--- src/rtl/load_store_unit_if.sv ---
// Bundle for the load/store unit: the request/response channel from the execute stage
// and the req/gnt/rvalid data-memory bus. The LSU uses the slave view; the environment uses master.
interface load_store_unit_if;
   logic        req_valid;
   logic        req_ready;
   logic        mem_read;
   logic        mem_write;
   logic [1:0]  mem_size;
   logic        mem_unsigned;
   logic [31:0] addr;
   logic [31:0] store_data;
   logic [4:0]  rd_addr;
   logic        dmem_req;
   logic        dmem_we;
   logic [31:0] dmem_addr;
   logic [3:0]  dmem_be;
   logic [31:0] dmem_wdata;
   logic        dmem_gnt;
   logic        dmem_rvalid;
   logic [31:0] dmem_rdata;
   logic        resp_valid;
   logic [1:0]  resp_err;
   logic [4:0]  resp_rd;
   logic [31:0] resp_rdata;

   modport master (
      output req_valid, mem_read, mem_write, mem_size, mem_unsigned, addr, store_data, rd_addr,
      output dmem_gnt, dmem_rvalid, dmem_rdata,
      input  req_ready, dmem_req, dmem_we, dmem_addr, dmem_be, dmem_wdata,
      input  resp_valid, resp_err, resp_rd, resp_rdata
   );

   modport slave (
      input  req_valid, mem_read, mem_write, mem_size, mem_unsigned, addr, store_data, rd_addr,
      input  dmem_gnt, dmem_rvalid, dmem_rdata,
      output req_ready, dmem_req, dmem_we, dmem_addr, dmem_be, dmem_wdata,
      output resp_valid, resp_err, resp_rd, resp_rdata
   );
endinterface

--- src/rtl/load_store_unit.sv ---
// RV32I memory stage: one in-flight load/store on a req/gnt/rvalid bus, with lane steering,
// load sign/zero extension, alignment checking and a bus timeout. All outputs are flops.
module load_store_unit #(
   parameter int unsigned TIMEOUT = 256
) (
   input  logic             clk,
   input  logic             rst_n,
   load_store_unit_if.slave bus
);

   localparam int unsigned   CW       = $clog2(TIMEOUT + 1);
   localparam logic [CW-1:0] CNT_LAST = CW'(TIMEOUT - 1);

   localparam logic [2:0] ST_IDLE = 3'd0;
   localparam logic [2:0] ST_REQ  = 3'd1;
   localparam logic [2:0] ST_WAIT = 3'd2;
   localparam logic [2:0] ST_ERR  = 3'd3;
   localparam logic [2:0] ST_RESP = 3'd4;

   localparam logic [1:0] ERR_NONE    = 2'b00;
   localparam logic [1:0] ERR_ALIGN   = 2'b01;
   localparam logic [1:0] ERR_TIMEOUT = 2'b10;

   function automatic logic is_misaligned(input logic [1:0] size, input logic [1:0] lo);
      logic mis;
      case (size)
         2'b00:   mis = 1'b0;
         2'b01:   mis = lo[0];
         2'b10:   mis = (lo != 2'b00);
         default: mis = 1'b1;
      endcase
      return mis;
   endfunction

   function automatic logic [3:0] lane_be(input logic [1:0] size, input logic [1:0] lo);
      logic [3:0] be;
      case (size)
         2'b00:   be = 4'b0001 << lo;
         2'b01:   be = 4'b0011 << lo;
         default: be = 4'hF;
      endcase
      return be;
   endfunction

   function automatic logic [31:0] lane_wdata(input logic [1:0] size, input logic [31:0] sd);
      logic [31:0] wd;
      case (size)
         2'b00:   wd = {4{sd[7:0]}};
         2'b01:   wd = {2{sd[15:0]}};
         default: wd = sd;
      endcase
      return wd;
   endfunction

   function automatic logic [31:0] load_format(input logic [1:0] size, input logic uns,
                                               input logic [1:0] lo, input logic [31:0] rdata);
      logic [31:0] w;
      logic [31:0] res;
      w = rdata >> {lo, 3'b000};
      case (size)
         2'b00:   res = {{24{~uns & w[7]}}, w[7:0]};
         2'b01:   res = {{16{~uns & w[15]}}, w[15:0]};
         default: res = w;
      endcase
      return res;
   endfunction

   logic [2:0]    state_q, state_d;
   logic [CW-1:0] cnt_q, cnt_d;
   logic [1:0]    size_q, size_d;
   logic          uns_q, uns_d;
   logic [1:0]    lo_q, lo_d;
   logic          store_q, store_d;
   logic [4:0]    rd_q, rd_d;
   logic [1:0]    err_q, err_d;

   logic          req_ready_q, req_ready_d;
   logic          dmem_req_q, dmem_req_d;
   logic          dmem_we_q, dmem_we_d;
   logic [31:0]   dmem_addr_q, dmem_addr_d;
   logic [3:0]    dmem_be_q, dmem_be_d;
   logic [31:0]   dmem_wdata_q, dmem_wdata_d;
   logic          resp_valid_q, resp_valid_d;
   logic [1:0]    resp_err_q, resp_err_d;
   logic [4:0]    resp_rd_q, resp_rd_d;
   logic [31:0]   resp_rdata_q, resp_rdata_d;

   logic          accept_s;
   logic          bus_op_s;
   logic [31:0]   rdata_s;

   // Next-state, request capture and registered-output computation.
   always_comb begin
      accept_s     = bus.req_valid & req_ready_q;
      bus_op_s     = bus.mem_read | bus.mem_write;
      state_d      = state_q;
      cnt_d        = cnt_q;
      size_d       = size_q;
      uns_d        = uns_q;
      lo_d         = lo_q;
      store_d      = store_q;
      rd_d         = rd_q;
      err_d        = err_q;
      dmem_we_d    = dmem_we_q;
      dmem_addr_d  = dmem_addr_q;
      dmem_be_d    = dmem_be_q;
      dmem_wdata_d = dmem_wdata_q;
      rdata_s      = 32'h0000_0000;

      case (state_q)
         ST_IDLE: begin
            if (accept_s) begin
               size_d  = bus.mem_size;
               uns_d   = bus.mem_unsigned;
               lo_d    = bus.addr[1:0];
               store_d = bus.mem_write;
               rd_d    = bus.rd_addr;
               cnt_d   = {CW{1'b0}};
               // An op with neither read nor write touches no memory, so alignment is moot.
               if (!bus_op_s) begin
                  state_d = ST_RESP;
                  err_d   = ERR_NONE;
               end else if (is_misaligned(bus.mem_size, bus.addr[1:0])) begin
                  state_d = ST_ERR;
                  err_d   = ERR_ALIGN;
               end else begin
                  state_d      = ST_REQ;
                  err_d        = ERR_NONE;
                  dmem_we_d    = bus.mem_write;
                  dmem_addr_d  = {bus.addr[31:2], 2'b00};
                  dmem_be_d    = lane_be(bus.mem_size, bus.addr[1:0]);
                  dmem_wdata_d = bus.mem_write ? lane_wdata(bus.mem_size, bus.store_data)
                                               : 32'h0000_0000;
               end
            end else begin
               state_d = ST_IDLE;
            end
         end
         ST_REQ: begin
            cnt_d = cnt_q + CW'(1);
            // Timeout beats a grant in the last allowed cycle so REQ+WAIT never exceeds TIMEOUT.
            if (cnt_q == CNT_LAST) begin
               state_d = ST_RESP;
               err_d   = ERR_TIMEOUT;
            end else if (bus.dmem_gnt) begin
               state_d = ST_WAIT;
            end else begin
               state_d = ST_REQ;
            end
         end
         ST_WAIT: begin
            cnt_d = cnt_q + CW'(1);
            if (bus.dmem_rvalid) begin
               state_d = ST_RESP;
               if (!store_q) begin
                  rdata_s = load_format(size_q, uns_q, lo_q, bus.dmem_rdata);
               end else begin
                  rdata_s = 32'h0000_0000;
               end
            end else if (cnt_q == CNT_LAST) begin
               state_d = ST_RESP;
               err_d   = ERR_TIMEOUT;
            end else begin
               state_d = ST_WAIT;
            end
         end
         ST_ERR:  state_d = ST_RESP;
         ST_RESP: state_d = ST_IDLE;
         default: state_d = ST_IDLE;
      endcase

      req_ready_d  = (state_d == ST_IDLE);
      dmem_req_d   = (state_d == ST_REQ);
      resp_valid_d = (state_d == ST_RESP);
      resp_err_d   = resp_valid_d ? err_d : ERR_NONE;
      resp_rd_d    = (resp_valid_d && !store_d) ? rd_d : 5'd0;
      resp_rdata_d = resp_valid_d ? rdata_s : 32'h0000_0000;
   end

   // State, captured request fields and output flops.
   always_ff @(posedge clk or negedge rst_n) begin
      if (!rst_n) begin
         state_q      <= ST_IDLE;
         cnt_q        <= {CW{1'b0}};
         size_q       <= 2'b00;
         uns_q        <= 1'b0;
         lo_q         <= 2'b00;
         store_q      <= 1'b0;
         rd_q         <= 5'd0;
         err_q        <= ERR_NONE;
         req_ready_q  <= 1'b1;
         dmem_req_q   <= 1'b0;
         dmem_we_q    <= 1'b0;
         dmem_addr_q  <= 32'h0000_0000;
         dmem_be_q    <= 4'h0;
         dmem_wdata_q <= 32'h0000_0000;
         resp_valid_q <= 1'b0;
         resp_err_q   <= ERR_NONE;
         resp_rd_q    <= 5'd0;
         resp_rdata_q <= 32'h0000_0000;
      end else begin
         state_q      <= state_d;
         cnt_q        <= cnt_d;
         size_q       <= size_d;
         uns_q        <= uns_d;
         lo_q         <= lo_d;
         store_q      <= store_d;
         rd_q         <= rd_d;
         err_q        <= err_d;
         req_ready_q  <= req_ready_d;
         dmem_req_q   <= dmem_req_d;
         dmem_we_q    <= dmem_we_d;
         dmem_addr_q  <= dmem_addr_d;
         dmem_be_q    <= dmem_be_d;
         dmem_wdata_q <= dmem_wdata_d;
         resp_valid_q <= resp_valid_d;
         resp_err_q   <= resp_err_d;
         resp_rd_q    <= resp_rd_d;
         resp_rdata_q <= resp_rdata_d;
      end
   end

   assign bus.req_ready  = req_ready_q;
   assign bus.dmem_req   = dmem_req_q;
   assign bus.dmem_we    = dmem_we_q;
   assign bus.dmem_addr  = dmem_addr_q;
   assign bus.dmem_be    = dmem_be_q;
   assign bus.dmem_wdata = dmem_wdata_q;
   assign bus.resp_valid = resp_valid_q;
   assign bus.resp_err   = resp_err_q;
   assign bus.resp_rd    = resp_rd_q;
   assign bus.resp_rdata = resp_rdata_q;

endmodule

--- src/flat_wrapper.sv ---
// flat-port wrapper written by rule: the top's interface ports become plain ports
module load_store_unit_flat 
#(
   parameter int unsigned TIMEOUT = 256
)
  (clk, rst_n, bus_req_valid, bus_mem_read, bus_mem_write, bus_mem_size, bus_mem_unsigned, bus_addr, bus_store_data, bus_rd_addr, bus_dmem_gnt, bus_dmem_rvalid, bus_dmem_rdata, bus_req_ready, bus_dmem_req, bus_dmem_we, bus_dmem_addr, bus_dmem_be, bus_dmem_wdata, bus_resp_valid, bus_resp_err, bus_resp_rd, bus_resp_rdata);
  load_store_unit_if bus_i ();
  input  logic clk;
  input  logic rst_n;
  input wire logic [$bits(bus_i.req_valid)-1:0] bus_req_valid;
  input wire logic [$bits(bus_i.mem_read)-1:0] bus_mem_read;
  input wire logic [$bits(bus_i.mem_write)-1:0] bus_mem_write;
  input wire logic [$bits(bus_i.mem_size)-1:0] bus_mem_size;
  input wire logic [$bits(bus_i.mem_unsigned)-1:0] bus_mem_unsigned;
  input wire logic [$bits(bus_i.addr)-1:0] bus_addr;
  input wire logic [$bits(bus_i.store_data)-1:0] bus_store_data;
  input wire logic [$bits(bus_i.rd_addr)-1:0] bus_rd_addr;
  input wire logic [$bits(bus_i.dmem_gnt)-1:0] bus_dmem_gnt;
  input wire logic [$bits(bus_i.dmem_rvalid)-1:0] bus_dmem_rvalid;
  input wire logic [$bits(bus_i.dmem_rdata)-1:0] bus_dmem_rdata;
  output wire logic [$bits(bus_i.req_ready)-1:0] bus_req_ready;
  output wire logic [$bits(bus_i.dmem_req)-1:0] bus_dmem_req;
  output wire logic [$bits(bus_i.dmem_we)-1:0] bus_dmem_we;
  output wire logic [$bits(bus_i.dmem_addr)-1:0] bus_dmem_addr;
  output wire logic [$bits(bus_i.dmem_be)-1:0] bus_dmem_be;
  output wire logic [$bits(bus_i.dmem_wdata)-1:0] bus_dmem_wdata;
  output wire logic [$bits(bus_i.resp_valid)-1:0] bus_resp_valid;
  output wire logic [$bits(bus_i.resp_err)-1:0] bus_resp_err;
  output wire logic [$bits(bus_i.resp_rd)-1:0] bus_resp_rd;
  output wire logic [$bits(bus_i.resp_rdata)-1:0] bus_resp_rdata;
  assign bus_i.req_valid = bus_req_valid;
  assign bus_i.mem_read = bus_mem_read;
  assign bus_i.mem_write = bus_mem_write;
  assign bus_i.mem_size = bus_mem_size;
  assign bus_i.mem_unsigned = bus_mem_unsigned;
  assign bus_i.addr = bus_addr;
  assign bus_i.store_data = bus_store_data;
  assign bus_i.rd_addr = bus_rd_addr;
  assign bus_i.dmem_gnt = bus_dmem_gnt;
  assign bus_i.dmem_rvalid = bus_dmem_rvalid;
  assign bus_i.dmem_rdata = bus_dmem_rdata;
  assign bus_req_ready = bus_i.req_ready;
  assign bus_dmem_req = bus_i.dmem_req;
  assign bus_dmem_we = bus_i.dmem_we;
  assign bus_dmem_addr = bus_i.dmem_addr;
  assign bus_dmem_be = bus_i.dmem_be;
  assign bus_dmem_wdata = bus_i.dmem_wdata;
  assign bus_resp_valid = bus_i.resp_valid;
  assign bus_resp_err = bus_i.resp_err;
  assign bus_resp_rd = bus_i.resp_rd;
  assign bus_resp_rdata = bus_i.resp_rdata;
  load_store_unit #(.TIMEOUT(TIMEOUT)) u_core (.clk(clk), .rst_n(rst_n), .bus(bus_i));
endmodule
--- config.mk ---
export PLATFORM = sky130hd
export DESIGN_NAME = load_store_unit_flat
export DESIGN_NICKNAME = d
export VERILOG_FILES = /design/src/rtl/load_store_unit_if.sv /design/src/rtl/load_store_unit.sv /design/src/flat_wrapper.sv
export SDC_FILE = /design/constraint.sdc
export NUM_CORES = 1
export LEC_CHECK = 0
export ABC_AREA = 1
export CAP_MARGIN = 20
export CELL_PAD_IN_SITES_DETAIL_PLACEMENT = 1
export CELL_PAD_IN_SITES_GLOBAL_PLACEMENT = 2
export CORE_AREA = 4 4 186 143
export DETAILED_ROUTE_END_ITERATION = 7
export DIE_AREA = 0 0 190 147
export PLACE_DENSITY_LB_ADDON = 0.05
export SLEW_MARGIN = 25
export SYNTH_ARGS = -nofsm -noshare
export SYNTH_HDL_FRONTEND = slang
export SYNTH_SLANG_ARGS = --single-unit
--- constraint.sdc ---
create_clock -name clk -period 2.65 [get_ports clk]
set_clock_uncertainty 0.2 [all_clocks]
set_input_delay 0.53 -clock clk [delete_from_list [all_inputs] [get_ports clk]]
set_output_delay 0.53 -clock clk [all_outputs]
set_load 0.01 [all_outputs]
After elaboration in Yosys (flattened, before gate mapping). Cells that the tools add are included. W data, S select, Z words.

Output and inout bits: 111. Logic and storage cells: 84. Bits in registers: 134. Bits of input ports: 111.

Reductions and logical operators: 12. Muxes and demuxes: 34. Bitwise operators: 6. Equal/unequal tests: 10. Add/subtract/negate cells: 1. Shifts and indexed selects: 3.

Operators by type and width (count): $mux W32 (5); $pmux W32 S2 (2); $shr A32 B5 Y32 (1); $pmux W9 S2 (1); $mux W3 (5); $mux W5 (3); $mux W2 (7); $pmux W3 S4 (1); $add A9 B1 Y9 const B (1); $eq A9 B8 Y1 const B (1); $mux W9 (1); $pmux W4 S2 (1); $eq A3 B1 Y1 const B (2); $eq A3 B2 Y1 const B (2); $logic_not A3 Y1 (2); $mux W1 (6); $pmux W2 S3 (1); $eq A2 B1 Y1 const B (2); $logic_not A2 Y1 (2); $reduce_and A2 Y1 (2); $reduce_and A4 Y1 (1); $reduce_bool A2 Y1 (2); $shl A1 B2 Y4 const A (1); $shl A2 B2 Y4 const A (1); other kinds (10) (13).

Logic depth before layout (Yosys ltp). Gate-level depths: netlist of the first run.

Depth after elaboration: 12. Mapped depth: 12. Depth with buffers taken out: 12.

Least setup slack after synthesis of the first run. OpenSTA, ideal clock, no wires.

Path type: reg-to-reg. Start point: register u_core.cnt_q[0]. End point: register u_core.resp_rd_q[0] (netlist: u_core.bus.resp_rd[0]). Path slack: 0.665 ns. Setup time: 0.073 ns. Stages on the path, launching flop included: 13. Data required time: 2.377 ns. Buffers on the path: 0. Period minus slack after synthesis: 1.985 ns. Arrival: 1.712 ns. Path through: dfrtp_1 > ha_1 > nand2_1 > nor2_1 > nand3_1 > nor2_1 > ha_1 > nor2_1 > o21ai_0 > inv_1 > nand3_1 > nand2_1 > nor2_1.

Longest elaborated chain between the ends: 7. Elaborated cells between the ends (all ways): 8. Classes of those cells: 2 x eq/ne; 5 x mux; 1 x reduce/logical.

RTL lines: start, declared (line load_store_unit.sv:69) `logic [CW-1:0] cnt_q, cnt_d;`; start signal, assigned (line load_store_unit.sv:184) `cnt_q <= {CW{1'b0}};`; start signal, assigned (line load_store_unit.sv:203) `cnt_q <= cnt_d;`; $eq A9 B8 Y1 (*) (line load_store_unit.sv:142, load_store_unit.sv:160); $mux W3 (line load_store_unit.sv:160) `end else if (cnt_q == CNT_LAST) begin`; $mux W3 (line load_store_unit.sv:153) `if (bus.dmem_rvalid) begin`; $pmux W3 S4 (*) (line load_store_unit.sv:110) `case (state_q)`; net u_core.state_d[2] (line load_store_unit.sv:68) `logic [2:0] state_q, state_d;`; $eq A3 B3 Y1 (*) (line load_store_unit.sv:174) `resp_valid_d = (state_d == ST_RESP);`; $logic_and A1 B1 Y1 (*) (line load_store_unit.sv:176) `resp_rd_d = (resp_valid_d && !store_d) ? rd_d : 5'd0;`; $mux W5 (*) (line load_store_unit.sv:176); net u_core.resp_rd_d[0] (line load_store_unit.sv:85) `logic [4:0] resp_rd_q, resp_rd_d;`; end signal, assigned (line load_store_unit.sv:218) `resp_rd_q <= resp_rd_d;`; end, declared (line load_store_unit.sv:85).

Mark *: on every way through the listed nets, which the timed path passes. The rest lies on a longest branch. A chain may end at the register's enable or synchronous reset.

Final worst setup path of the first run. Ends and elaborated chain as after synthesis.

==> impl_metrics.py, run 1 <==
metrics = {
    "drt": {
        "postRouteAntennaNets": 0,
        "drc_errors": 0,
        "vias_per_cell": 4.25,
        "num_vias": 5742,
        "routedWlPerCell_um": 16.2,
        "first_pass_iters": 4,
        "drt_wl_total_um": 22000,
        "drt_iter0_markers": 185,
    },
    "timing": {
        "fin_setup_tns_ns": 0,
        "relSlewSlack": 0.619,
        "period_needed_ns": 2.34,
        "finalCritPeriodShare": 0.883,
        "maxSlewViolCount": 0,
        "final_hold_viol_count": 0,
        "rsz0062_at_grt": "false",
        "worst_slew_pin_slew_ns": 0.571,
        "max_freq_mhz": 427,
        "setup_viol": 0,
    },
    "clocking": {
        "path_clk_slew_ns": 0.06,
        "htreeDepth": 4,
        "cts_tree": "yes",
        "numCtsBuffers": 17,
        "cts_sinks": 134,
        "root_buffer": "clkbuf_16",
        "worstSkewPairLatency_ns": 0.42,
        "cts_buffer_depth": 2,
    },
    "synthesis": {
        "synth_edf_count": 0,
        "ys_async_sr_fraction": 1.00,
        "ys_dominant_reg_cell": "dfrtp_1",
        "yosys_warnings": 0,
        "syn_avg_cell_area_um2": 7.89,
        "ys_seq_area_frac": 0.550,
        "syn_area_mm2": 0.00610,
        "synth_cells": 774,
        "ys_types": 28,
        "ys_ff_latch": 134,
    },
    "power_and_ir_drop": {
        "leakage_nw": 4.53,
        "p_comb_frac": 0.413,
        "switchingPower_w": 0.00341,
        "powerDensity_mw_per_mm2": 989,
        "p_int_w": 0.00586,
        "p_clk_frac": 0.254,
        "switching_share": 0.368,
        "pwr-share-seq": 0.333,
        "max-vdd-ir-drop_v": 0.000459,
    },
    "final_layout": {
        "antenna_cells": 0,
        "multi_input_area_mm2": 0.00240,
        "regArea_mm2": 0.00335,
        "num-fill-cells": 2919,
        "drive_above_1_share": 0.0779,
        "areaGrowthSynthToFinish_pct": 53.5,
        "nNetsFinal": 1115,
        "fin_util": 0.379,
    },
    "hold_path": {
        "worst_hold_path.endpoint": "u_core.bus.dmem_addr[9]",
        "hold_path_depth": 2,
        "hold_class": "flip-flop to flip-flop",
        "min_from": "u_core.bus.dmem_addr[9]",
    },
    "critical_path": {
        "cp_data_required_time_ns": 2.80,
        "rrSetupSlack_ns": 0.31,
        "path_max_fanout": 5,
        "critical_path_class": "flip-flop to flip-flop",
        "end_kind": "flip-flop",
        "reg2reg_depth": 12,
        "r2r_end": "u_core.bus.resp_rd[0]",
        "start_kind": "flip-flop",
        "cp_data_arrival_time_ns": 2.49,
        "r2r-start": "u_core.cnt_q[0]",
    },
    "place": {
        "place.gp.congestion": 0.745,
        "place_hpwl_um": 16300,
        "place.port_buffers": 219,
    },
    "die": {
        "die-height_um": 147,
        "ios": 222,
        "rows": 50,
        "dieArea_mm2": 0.0279,
        "die_w_um": 190,
        "core-area_mm2": 0.0247,
        "start_util": 0.247,
    },
    "global_routing": {
        "antenna_found_initial": 2,
        "grt_pass1_wl_um": 35500,
        "track_usage": 0.162,
        "grt_pass1_vias": 6220,
        "grt_max_degree": 59,
        "grt_overflow_total": 0,
    },
    "job": {
        "cap_violations": 0,
    },
    "outcome": {
        "outcome": "complete, no violations",
    },
}
[cell families (layout without fill, tap and decap cells)]
group,Yosys count,in the layout,synth area share
xor gates and xnor gates,2,2,0.00287
adders and majority gates,2,2,0.00410
DFF,134,134,0.550
other,1,2,0.000614
AOI/OAI and AO/OA,88,88,0.0797
buffers and inverters,85,324,0.0580
and+or+nand+nor,462,462,0.305
[worst max path at each step]
stage,from,to,slack [ns],cells after the start
after floorplan,u_core.cnt_q[0],u_core.bus.resp_rd[0],0.67,12
after global placement,bus_req_valid,u_core.bus.resp_rd[3],0.14,7
after detailed placement,bus_req_valid,u_core.bus.resp_rd[0],0.10,7
after CTS,u_core.cnt_q[0],u_core.bus.resp_rd[0],0.21,12
after global routing,u_core.cnt_q[0],u_core.bus.resp_rd[0],0.04,12
final,u_core.cnt_q[0],u_core.bus.resp_rd[0],0.31,12
[power groups by stage]
stage                     logic (W)  registers (W)  clock network (W)
after CTS                   0.00394        0.00309            0.00244
after global routing        0.00434        0.00318            0.00256
after floorplan             0.00170        0.00330                  0
after detailed placement    0.00392        0.00312                  0
after global placement      0.00391        0.00311                  0
final                       0.00383        0.00309            0.00236
[cells in the final DEF (no fill, tap or decap), types with 5 or more instances in the layout]
cell type,count
a211oi_1,7
nor2_1,62
dfrtp_1,133
nand3_1,40
clkdlybuf4s50_1,218
clkbuf_16,17
nand2_1,338
inv_2,5
or2_2,12
inv_1,47
a21oi_1,22
buf_4,16
o21ai_0,48
buf_12,5
o22ai_1,5
[Yosys cell counts, types with 2 or more instances]
master	instances	area (um^2)
buf_6	2	22.5
nand3_1	40	200
nand2_1	338	1270
o211a_1	4	40.0
buf_2	10	50.1
nor2_2	3	18.8
clkbuf_1	19	71.3
nand2_2	2	12.5
ha_1	2	25.0
nor2_1	62	233
o21ai_0	49	245
or2_2	12	75.1
o22ai_1	5	31.3
inv_1	47	176
inv_2	5	18.8
a211oi_1	7	52.6
buf_4	2	15.0
dfrtp_1	133	3330
a21oi_1	22	110
nand3_2	2	20.0
[worst max-delay path, stage by stage, from the launching register on]
cell and delay, ns:
dfrtp_1 0.39, ha_1 0.23, nand2_1 0.07, nor2_1 0.13, nand3_1 0.11, nor2_1 0.13
ha_1 0.21, nor2_1 0.07, o21ai_1 0.19, inv_1 0.08, nand3_1 0.14, nand2_1 0.18
nor2_1 0.14
[stage by stage]
stage / total power (W) / hold slack, ns / std cells / cell area (um^2) / setup slack (ns)
CTS: 0.00948 / 0.284 / 1352 / 9370 / 0.211
finish: 0.00927 / 0.280 / 1352 / 9370 / 0.310
global placement: 0.00702 / 0.262 / 1320 / 8780 / 0.137
global route: 0.0101 / 0.300 / 1352 / 9370 / 0.0442
detailed placement: 0.00703 / 0.268 / 1320 / 8780 / 0.100
floorplan: 0.00500 / 0.0344 / 775 / 6110 / 0.665
[cell type report]
| class | count | share of cell area |
|---|---|---|
| multi-input combinational | 556 | 0.256 |
| clock buffer | 19 | 0.0473 |
| timing repair buffer | 241 | 0.259 |
| inverter | 52 | 0.0208 |
| sequential | 134 | 0.358 |
| clock inverter | 12 | 0.0139 |
| tap | 338 | 0.0451 |
[layer usage]
layer  global-route usage  wire length (um)  share of wire  vias to the layer above
met4               0.0369               189         0.0086                        4
li1                     -                 -              -                     2874
met1                0.223             10500           0.48                     2716
met2                0.245              9710           0.44                      129
met3               0.0570              1510          0.069                       19
met5                    0                14        0.00064                        -
[registers in the layout (all words and copies together), names as in the netlist, 2 cells and up]
name	cells
u_core.bus.dmem_addr	30
u_core.bus.dmem_be	4
u_core.bus.dmem_wdata	32
u_core.bus.resp_err	2
u_core.bus.resp_rd	5
u_core.bus.resp_rdata	32
u_core.cnt_q	9
u_core.err_q	2
u_core.lo_q	2
u_core.rd_q	5
u_core.size_q	2
u_core.state_q	3
[repair_timing]
| item | CTS | global route |
|---|---|---|
| buffers inserted | 0 | 0 |
| gates resized for setup | 0 | 1 |
| endpoints found under the setup margin | 0 | 5 |
| endpoints found under the hold margin | 53 | 0 |
| hold buffers | 1 | 0 |
Note: power is estimated with default switching activity, not from simulation.
==> run 2: changes to the inputs <==
Settings changed: SKIP_CTS_REPAIR_TIMING set to 1.
==> impl_metrics.py, run 2 (synthesis gave the netlist of run 1 again) <==
metrics = {
    "critical_path": {
        "cpMostUsedCell": "nor2_1",
        "start_kind": "flip-flop",
        "r2r-start": "u_core.cnt_q[0]",
        "cp_data_required_time_ns": 2.80,
        "end_kind": "flip-flop",
        "r2r_end": "u_core.bus.resp_rd[0]",
        "path_max_fanout": 5,
        "cpMaxStageDelayCell": "dfrtp_1",
        "cpPeakStageDelay_ns": 0.39,
        "cp_data_arrival_time_ns": 2.49,
        "cp_cell_sequence": "ha_1 > nand2_1 > nor2_1 > nand3_1 > nor2_1 > ha_1 > nor2_1 > o21ai_1 > inv_1 > nand3_1 > nand2_1 > nor2_1",
        "rrSetupSlack_ns": 0.31,
        "reg2reg_depth": 12,
        "critical_path_class": "flip-flop to flip-flop",
    },
    "timing": {
        "relSlewSlack": 0.619,
        "worst_slew_pin_slew_ns": 0.571,
        "final_hold_viol_count": 0,
        "hold_slack_ns": 0.280,
        "max_freq_mhz": 427,
        "period_needed_ns": 2.34,
        "fin_setup_tns_ns": 0,
        "rsz0062_at_grt": "false",
        "maxSlewViolCount": 0,
        "setup_viol": 0,
        "finalCritPeriodShare": 0.883,
    },
    "die": {
        "dieArea_mm2": 0.0279,
        "start_util": 0.247,
        "ios": 222,
        "die_w_um": 190,
        "core-area_mm2": 0.0247,
        "die-height_um": 147,
        "rows": 50,
    },
    "drt": {
        "drt_wl_total_um": 22000,
        "drt_iter0_markers": 185,
        "vias_per_cell": 4.25,
        "routedWlPerCell_um": 16.3,
        "first_pass_iters": 4,
        "num_vias": 5743,
        "drc_errors": 0,
        "postRouteAntennaNets": 0,
    },
    "final_layout": {
        "areaGrowthSynthToFinish_pct": 53.5,
        "final_common_cell": "nand2_1",
        "nNetsFinal": 1115,
        "drive_above_1_share": 0.0779,
        "final_cell_area_mm2": 0.00937,
        "antenna_cells": 0,
        "stdcell_count": 1352,
        "mostFrequentLayoutCells": "nand2_1 (338), clkdlybuf4s50_1 (218), dfrtp_1 (133)",
    },
    "place": {
        "place.gp.congestion": 0.745,
        "place_hpwl_um": 16300,
        "dpl.cell_count": 1320,
        "place.port_buffers": 219,
        "placed_cell_area_mm2": 0.00878,
    },
    "power_and_ir_drop": {
        "leakage_nw": 4.53,
        "p_clk_frac": 0.254,
        "pwr-share-seq": 0.333,
        "p_int_w": 0.00586,
        "powerDensity_mw_per_mm2": 989,
        "p_comb_frac": 0.413,
        "switching_share": 0.368,
        "max-vdd-ir-drop_v": 0.000459,
        "finalPower_w": 0.00927,
        "switchingPower_w": 0.00341,
    },
    "hold_path": {
        "hold_path_depth": 2,
        "worst_hold_path.endpoint": "u_core.bus.dmem_addr[9]",
        "hold_class": "flip-flop to flip-flop",
        "min_from": "u_core.bus.dmem_addr[9]",
    },
    "global_routing": {
        "antenna_found_initial": 2,
        "grt_pass1_vias": 6212,
        "grt_max_degree": 59,
        "track_usage": 0.161,
        "grt_pass1_wl_um": 35500,
        "grt_overflow_total": 0,
    },
    "clocking": {
        "cts_sinks": 134,
        "htreeDepth": 4,
        "numCtsBuffers": 17,
        "path_clk_slew_ns": 0.06,
        "root_buffer": "clkbuf_16",
        "cts_tree": "yes",
        "worstSkewPairLatency_ns": 0.42,
        "cts_buffer_depth": 2,
    },
    "outcome": {
        "outcome": "complete, no violations",
    },
    "job": {
        "cap_violations": 0,
    },
}
run 2: power groups by stage:
stage | logic, W | registers [W] | clock network, W
global placement | 0.00391 | 0.00311 | 0
finish | 0.00383 | 0.00309 | 0.00236
detailed placement | 0.00392 | 0.00312 | 0
CTS | 0.00394 | 0.00309 | 0.00244
floorplan | 0.00170 | 0.00330 | 0
global route | 0.00434 | 0.00318 | 0.00256
run 2: stage by stage:
stage	util	worst slack, ns
final	0.379	0.310
after global routing	0.379	0.0442
after CTS	0.379	0.211
after detailed placement	0.355	0.100
after global placement	0.355	0.137
after floorplan	-	0.665
run 2: worst max path at each step:
stage / cells after the start / startpoint / to
6_report: 12 / u_core.cnt_q[0] / u_core.bus.resp_rd[0]
3_3_place_gp: 7 / bus_req_valid / u_core.bus.resp_rd[3]
2_1_floorplan: 12 / u_core.cnt_q[0] / u_core.bus.resp_rd[0]
5_1_grt: 12 / u_core.cnt_q[0] / u_core.bus.resp_rd[0]
4_1_cts: 12 / u_core.cnt_q[0] / u_core.bus.resp_rd[0]
3_5_place_dp: 7 / bus_req_valid / u_core.bus.resp_rd[0]
run 2: metal layers:
metal | share of wire | track usage
met5 | 0.00064 | 0
met4 | 0.0086 | 0.0369
met3 | 0.068 | 0.0572
met2 | 0.44 | 0.244
met1 | 0.48 | 0.223
run 2: final cells by class:
type / count / area (um^2)
sequential: 134 / 3350
inverter: 52 / 195
clock buffer: 19 / 443
fill: 2919 / 15300
tap: 338 / 423
multi-input combinational: 556 / 2400
clock inverter: 12 / 130
timing repair buffer: 241 / 2420
run 2: worst max-delay path: cells and delay by family, from the launching register on:
family | cells | cell delay (ns)
AND/OR/NAND/NOR | 8 | 0.97
adder cells (fa/ha/maj) | 2 | 0.44
flip-flops | 1 | 0.39
AO/OA/AOI/OAI | 1 | 0.19
buffers and inverters | 1 | 0.08
